## src/rtl/seq_step_monitor_pkg.sv

```systemverilog
// Shared state type and legal-sequence rules for the ripple step-counter monitor.
package seq_step_monitor_pkg;

   typedef enum logic {IDLE, TRACK} state_t;

   // Bit n set means value n can appear on the counter: {0,2,5,7,8,9,10,11}.
   localparam logic [15:0] LEGAL_SET = 16'b0000_1111_1010_0101;

   function automatic logic is_legal(input logic [3:0] v);
      return LEGAL_SET[v];
   endfunction

   function automatic logic [3:0] next_value(input logic [3:0] v);
      logic [3:0] nv;
      case (v)
         4'd0:    nv = 4'd2;
         4'd2:    nv = 4'd5;
         4'd5:    nv = 4'd7;
         4'd7:    nv = 4'd8;
         4'd8:    nv = 4'd10;
         4'd10:   nv = 4'd9;
         4'd9:    nv = 4'd11;
         4'd11:   nv = 4'd8;
         default: nv = 4'hF;
      endcase
      return nv;
   endfunction

endpackage

```

## src/rtl/seq_step_sync.sv

```systemverilog
// 2-flop synchronizer and stability filter (SEQ_STEP_MONITOR_FILTER_EN) for the ripple counter.
// Strobe is combinational off the registered samples; no backpressure.
module seq_step_sync #(
   parameter int unsigned STABLE_CYCLES = 3
) (
   input  logic       clk,
   input  logic       rst_n,
   input  logic [3:0] q_in,
   output logic [3:0] val,
   output logic       new_vld
);

`ifdef SEQ_STEP_MONITOR_FILTER_EN
   localparam logic [4:0] THRESH = 5'(STABLE_CYCLES);
`else
   localparam logic [4:0] THRESH = 5'd1;
`endif
   localparam logic [4:0] CAP = 5'(STABLE_CYCLES);

   logic [3:0] s1, s2;
   logic       v1, v2;
   logic [3:0] cand;
   logic [3:0] cnt;
   logic [4:0] run;
   logic [3:0] last;
   logic       have;
   logic       stable;

   // run counts consecutive identical samples including the one now in s2.
   always_comb begin
      run = 5'd1;
      if (s2 == cand)
         run = {1'b0, cnt} + 5'd1;
   end

   assign stable  = v2 && (run >= THRESH);
   assign new_vld = stable && (!have || (s2 != last));
   assign val     = s2;

   always_ff @(posedge clk) begin
      if (!rst_n) begin
         s1   <= '0;
         s2   <= '0;
         v1   <= 1'b0;
         v2   <= 1'b0;
         cand <= '0;
         cnt  <= '0;
         last <= '0;
         have <= 1'b0;
      end else begin
         s1 <= q_in;
         s2 <= s1;
         v1 <= 1'b1;
         v2 <= v1;
         if (v2) begin
            cand <= s2;
            cnt  <= (run > CAP) ? CAP[3:0] : run[3:0];
         end
         if (new_vld) begin
            last <= s2;
            have <= 1'b1;
         end
      end
   end

endmodule

```

## src/rtl/seq_step_monitor.sv

```systemverilog
// Tracks the ripple step counter: reports settled values, checks the legal sequence, counts steps/errors.
// Latency 3 edges (2+STABLE_CYCLES with SEQ_STEP_MONITOR_FILTER_EN); no backpressure.
module seq_step_monitor
   import seq_step_monitor_pkg::*;
#(
   parameter int          CNT_W         = 8,
   parameter int unsigned STABLE_CYCLES = 3
) (
   input  logic             clk,
   input  logic             rst_n,
   input  logic [3:0]       q_in,
   input  logic             clear,
   output logic [3:0]       value_o,
   output logic             value_valid,
   output logic             locked,
   output logic             seq_err,
   output logic             err_sticky,
   output logic [CNT_W-1:0] step_count,
   output logic [CNT_W-1:0] err_count
);

   localparam logic [CNT_W-1:0] CNT_MAX = '1;
   localparam logic [CNT_W-1:0] CNT_ONE = CNT_W'(1);

   state_t     state;
   logic [3:0] sync_val;
   logic       sync_vld;
   logic       legal_new;
   logic       on_seq;
   logic       err_evt;
   logic       step_evt;

   seq_step_sync #(
      .STABLE_CYCLES (STABLE_CYCLES)
   ) u_sync (
      .clk     (clk),
      .rst_n   (rst_n),
      .q_in    (q_in),
      .val     (sync_val),
      .new_vld (sync_vld)
   );

   // value_o holds the last accepted value, which is the anchor while tracking.
   assign legal_new = is_legal(sync_val);
   assign on_seq    = (sync_val == next_value(value_o));
   assign err_evt   = sync_vld && ((state == IDLE) ? !legal_new : !on_seq);
   assign step_evt  = sync_vld && (state == TRACK) && on_seq;

   always_ff @(posedge clk) begin
      if (!rst_n) begin
         state       <= IDLE;
         value_o     <= '0;
         value_valid <= 1'b0;
         locked      <= 1'b0;
         seq_err     <= 1'b0;
         err_sticky  <= 1'b0;
         step_count  <= '0;
         err_count   <= '0;
      end else begin
         value_valid <= sync_vld;
         seq_err     <= err_evt;
         locked      <= (state == TRACK);

         if (sync_vld) begin
            value_o <= sync_val;
            if (!legal_new) begin
               state  <= IDLE;
               locked <= 1'b0;
            end else if ((state == IDLE) || on_seq) begin
               state  <= TRACK;
               locked <= 1'b1;
            end else begin
               // Re-anchor on a legal but unexpected value: one cycle unlocked.
               locked <= 1'b0;
            end
         end

         if (clear) begin
            step_count <= '0;
            err_count  <= '0;
            err_sticky <= 1'b0;
         end else begin
            if (step_evt && (step_count != CNT_MAX))
               step_count <= step_count + CNT_ONE;
            if (err_evt) begin
               err_sticky <= 1'b1;
               if (err_count != CNT_MAX)
                  err_count <= err_count + CNT_ONE;
            end
         end
      end
   end

endmodule

```

## config.mk

```make
export PLATFORM = sky130hd
export DESIGN_NAME = seq_step_monitor
export DESIGN_NICKNAME = d
export VERILOG_FILES = /design/src/rtl/seq_step_monitor_pkg.sv /design/src/rtl/seq_step_sync.sv /design/src/rtl/seq_step_monitor.sv
export SDC_FILE = /design/constraint.sdc
export NUM_CORES = 1
export LEC_CHECK = 0
export BUFFER_PORTS_ARGS = -buffer_cell sky130_fd_sc_hd__buf_2
export CORE_ASPECT_RATIO = 0.6
export CORE_MARGIN = 10
export CORE_UTILIZATION = 56
export DETAILED_ROUTE_END_ITERATION = 10
export PLACE_DENSITY = 0.78
export SKIP_CTS_REPAIR_TIMING = 1
export SLEW_MARGIN = 30
export SYNTH_ARGS = -nofsm -noshare
export SYNTH_HDL_FRONTEND = slang
export SYNTH_SLANG_ARGS = --single-unit
```

## constraint.sdc

```tcl
create_clock -name clk -period 2.6 [get_ports clk]
set_input_delay 0.26 -clock clk [delete_from_list [all_inputs] [get_ports clk]]
set_output_delay 0.26 -clock clk [all_outputs]
set_load 0.01 [all_outputs]
```

==> results_dict.tcl <==
set metrics [dict create \
    fin_crit_sh_pct 90.41 \
    cpPeakStageDelay_ns 0.43 \
    row_count 17 \
    clock_skew_ns 0.004917 \
    worstSkewPairLatency_ns 0.30 \
    cts.clk_slew.worst_paths_ns 0.09 \
    ant_nets 0 \
    dr.first_iter.drc_count 116 \
    grt_max_degree 23 \
    crit_chain "ha_1, nor2_1, o2bb2ai_2, a31o_4, nor2_4, mux2i_1, nand2b_1, ha_1, inv_1, o221a_2" \
    worstSetupEndpointType "flop" \
    die_w_um 101.6 \
    cts-root-buf "clkbuf_8" \
    io-pin-count 31 \
    r2r_start "u_sync.cnt[0]" \
    start_util_pct 59.49 \
    synth.most_common_cell "dfxtp_1" \
    yosysSeqAreaShare_pct 43.80 \
    syn_inst 245 \
    die_y_um 68.99 \
    synth.distinct_cells 43 \
    synth_edf_count 0 \
    critPathBufInv 1 \
    grt_pass1_wl_um 7762 \
    portBuffers 30 \
    hold_viol 0 \
    async_reset_ff_share_pct 0 \
    htreeDepth 2 \
    dp_hpwl_um 3406 \
    p_sw_share_pct 23.70 \
    max_slew.worst_pin.slew_ns 0.6443 \
    p_int_uw 1067 \
    status "complete, no violations" \
    syn_nets 257 \
    cts_sinks 49 \
    power.density_mw_per_mm2 547.2 \
    critPathRequiredTime_ns 2.80 \
    cts_tree "built" \
    coreArea_mm2 0.003765 \
    combPwrFrac_pct 9.5 \
    cpMostUsedCell "ha_1" \
    final_util_pct 67.86 \
    detail_route.vias_per_cell 5.405 \
    crit_fanout 14 \
    grt_pass1_vias 1597 \
    setup-violations-final 0 \
    pwr-share-clk_pct 34.4 \
    numCtsBuffers 5 \
    r2r_slack_ns 0.25 \
    antenna_found_initial 0 \
    synth_flop_cell "dfxtp_1" \
    netSwitchingPower_uw 331.4 \
    ys_top_cells_by_count "49 x dfxtp_1, 26 x nor2_1, 14 x nand3_1, 13 x a21oi_1, 13 x inv_1" \
    crit_slowest_cell "dfxtp_1" \
    synth.avg_cell_area_um2 9.141 \
    fmax_ghz 0.4254 \
    layout_min_cycle_time_ns 2.351 \
    synth_warnings 0 \
    dr.pass1.iters 4 \
    cts_buffer_depth 2 \
    rr_worst_depth 10 \
    cp-startpoint "u_sync.cnt[0]" \
    maxSlewViolCount 0 \
    gp_congestion 0.8283 \
    crit_arrival_ns 2.55 \
    vias 1762 \
    finalWirelength_um 4529 \
    overflow 0 \
    dieArea_mm2 0.007012 \
    drc 0 \
    synth_top_cell_area_share_pct 43.80 \
    syn_area_mm2 0.002240 \
    ir_drop_mv 0.3900 \
    grt.total_usage_pct 14.07 \
    synth_area_leaders "dfxtp_1 44%, mux2i_1 4.5%, nor2_1 4.4%" \
    ys_ff_latch 49 \
    rsz0062_at_grt "no" \
    cp_num_cells 10 \
    hp-class "input pin to flop" \
    worstSetupPathType "flop to flop" \
    cap_violations 0 \
    wire_per_inst_um 13.89 \
    p_leak_uw 0.001094 \
    drive_gt1_share_pct 19.35 \
    critPathTopFamily "compound AO/OA/AOI/OAI gates" \
    max-slew-margin-rel_pct 56.65 \
    cp-start-kind "flop" \
    seqPwrFrac_pct 56.1 \
    yosys.area.top_type "dfxtp_1" \
    num_antenna_cells 0 \
    fin_nets 290 \
    fin_tns_setup_ns 0 \
    area_growth_pct 14.08 \
]
[placed cells by master, fill, tap and decap left out, types with 2 or more instances in the layout]
master / n
a21o_1: 3
a21oi_1: 13
and2_1: 11
and3_1: 8
buf_2: 30
buf_4: 8
clkbuf_8: 7
dfxtp_1: 49
ha_1: 5
inv_1: 13
mux2i_1: 10
nand2_1: 12
nand2b_1: 4
nand3_1: 14
nand4_1: 5
nor2_1: 26
nor3_1: 4
nor4_1: 4
o211ai_1: 2
o21a_1: 2
o21ai_0: 7
or3_1: 2
or4_1: 2
xnor2_1: 10
xor2_1: 9
[metal layers]
layer  vias to the layer above  wire length, µm  GRT usage, %
met3                         5              288         4.563
met2                        41             1804         20.21
met1                       805             2383         19.17
met5                         -                0             0
met4                         0               53         5.319
li1                        911                -             -
[worst min path at each step]
stage / startpoint / to / cells past startpoint
2_1_floorplan: rst_n / u_sync.v1 / 0
3_3_place_gp: u_sync.s1[1] / u_sync.val[1] / 1
3_5_place_dp: u_sync.s1[1] / u_sync.val[1] / 1
4_1_cts: q_in[3] / u_sync.s1[3] / 2
5_1_grt: q_in[3] / u_sync.s1[3] / 2
6_report: q_in[3] / u_sync.s1[3] / 2
[power by group through the flow]
| stage | logic (µW) | registers [µW] | clock network, µW |
|---|---|---|---|
| floorplan | 98.9 | 799 | 0 |
| global route | 147 | 787 | 533 |
| detailed placement | 130 | 802 | 0 |
| global placement | 128 | 801 | 0 |
| CTS | 130 | 784 | 494 |
| finish | 133 | 784 | 481 |
[final cells by class]
class / instances / area, µm²
Clock inverter: 1 / 5.005
Fill cell: 301 / 1210
Timing Repair Buffer: 38 / 210.2
Sequential cell: 49 / 980.9
Tap cell: 47 / 58.81
Multi-Input combinational cell: 170 / 1151
Inverter: 14 / 52.55
Clock buffer: 7 / 96.34
[through the flow]
step                cell area [µm²]  hold slack [ns]  worst slack (ns)  cells  power, µW
floorplan                      2240           0.2877            0.3170    245      898.4
global placement               2442           0.4146            0.2630    318      929.1
detailed placement             2442           0.4245            0.1744    318      931.7
CTS                            2544           0.1557            0.1467    326       1408
global route                   2555           0.1555           0.05962    326       1468
finish                         2555           0.1602            0.2494    326       1398
[cells by family (layout without fill, tap and decap cells)]
logic type                 count (synthesis)  in the layout  share of synthesized area [%]
xor gates and xnor gates                  20             20                          8.157
muxes                                     10             10                          4.469
AOI/OAI and AO/OA                         38             38                          12.51
adders and majority gates                  5              5                          2.793
and+or+nand+nor                           97             97                          22.96
DFF                                       49             49                          43.80
buffers and inverters                     26             60                          5.307
[sequential cells by signal, indices dropped and copies added (netlist names), named ones only]
register	cells
u_sync.cnt	4
u_sync.have	1
u_sync.v2	1
u_sync.s1	4
step_count	8
locked	1
u_sync.cand	4
err_sticky	1
u_sync.v1	1
state	1
legal_new	1
seq_err	1
u_sync.val	4
value_valid	1
err_count	8
u_sync.last	4
No activity file was read; power rests on OpenSTA's default activity.
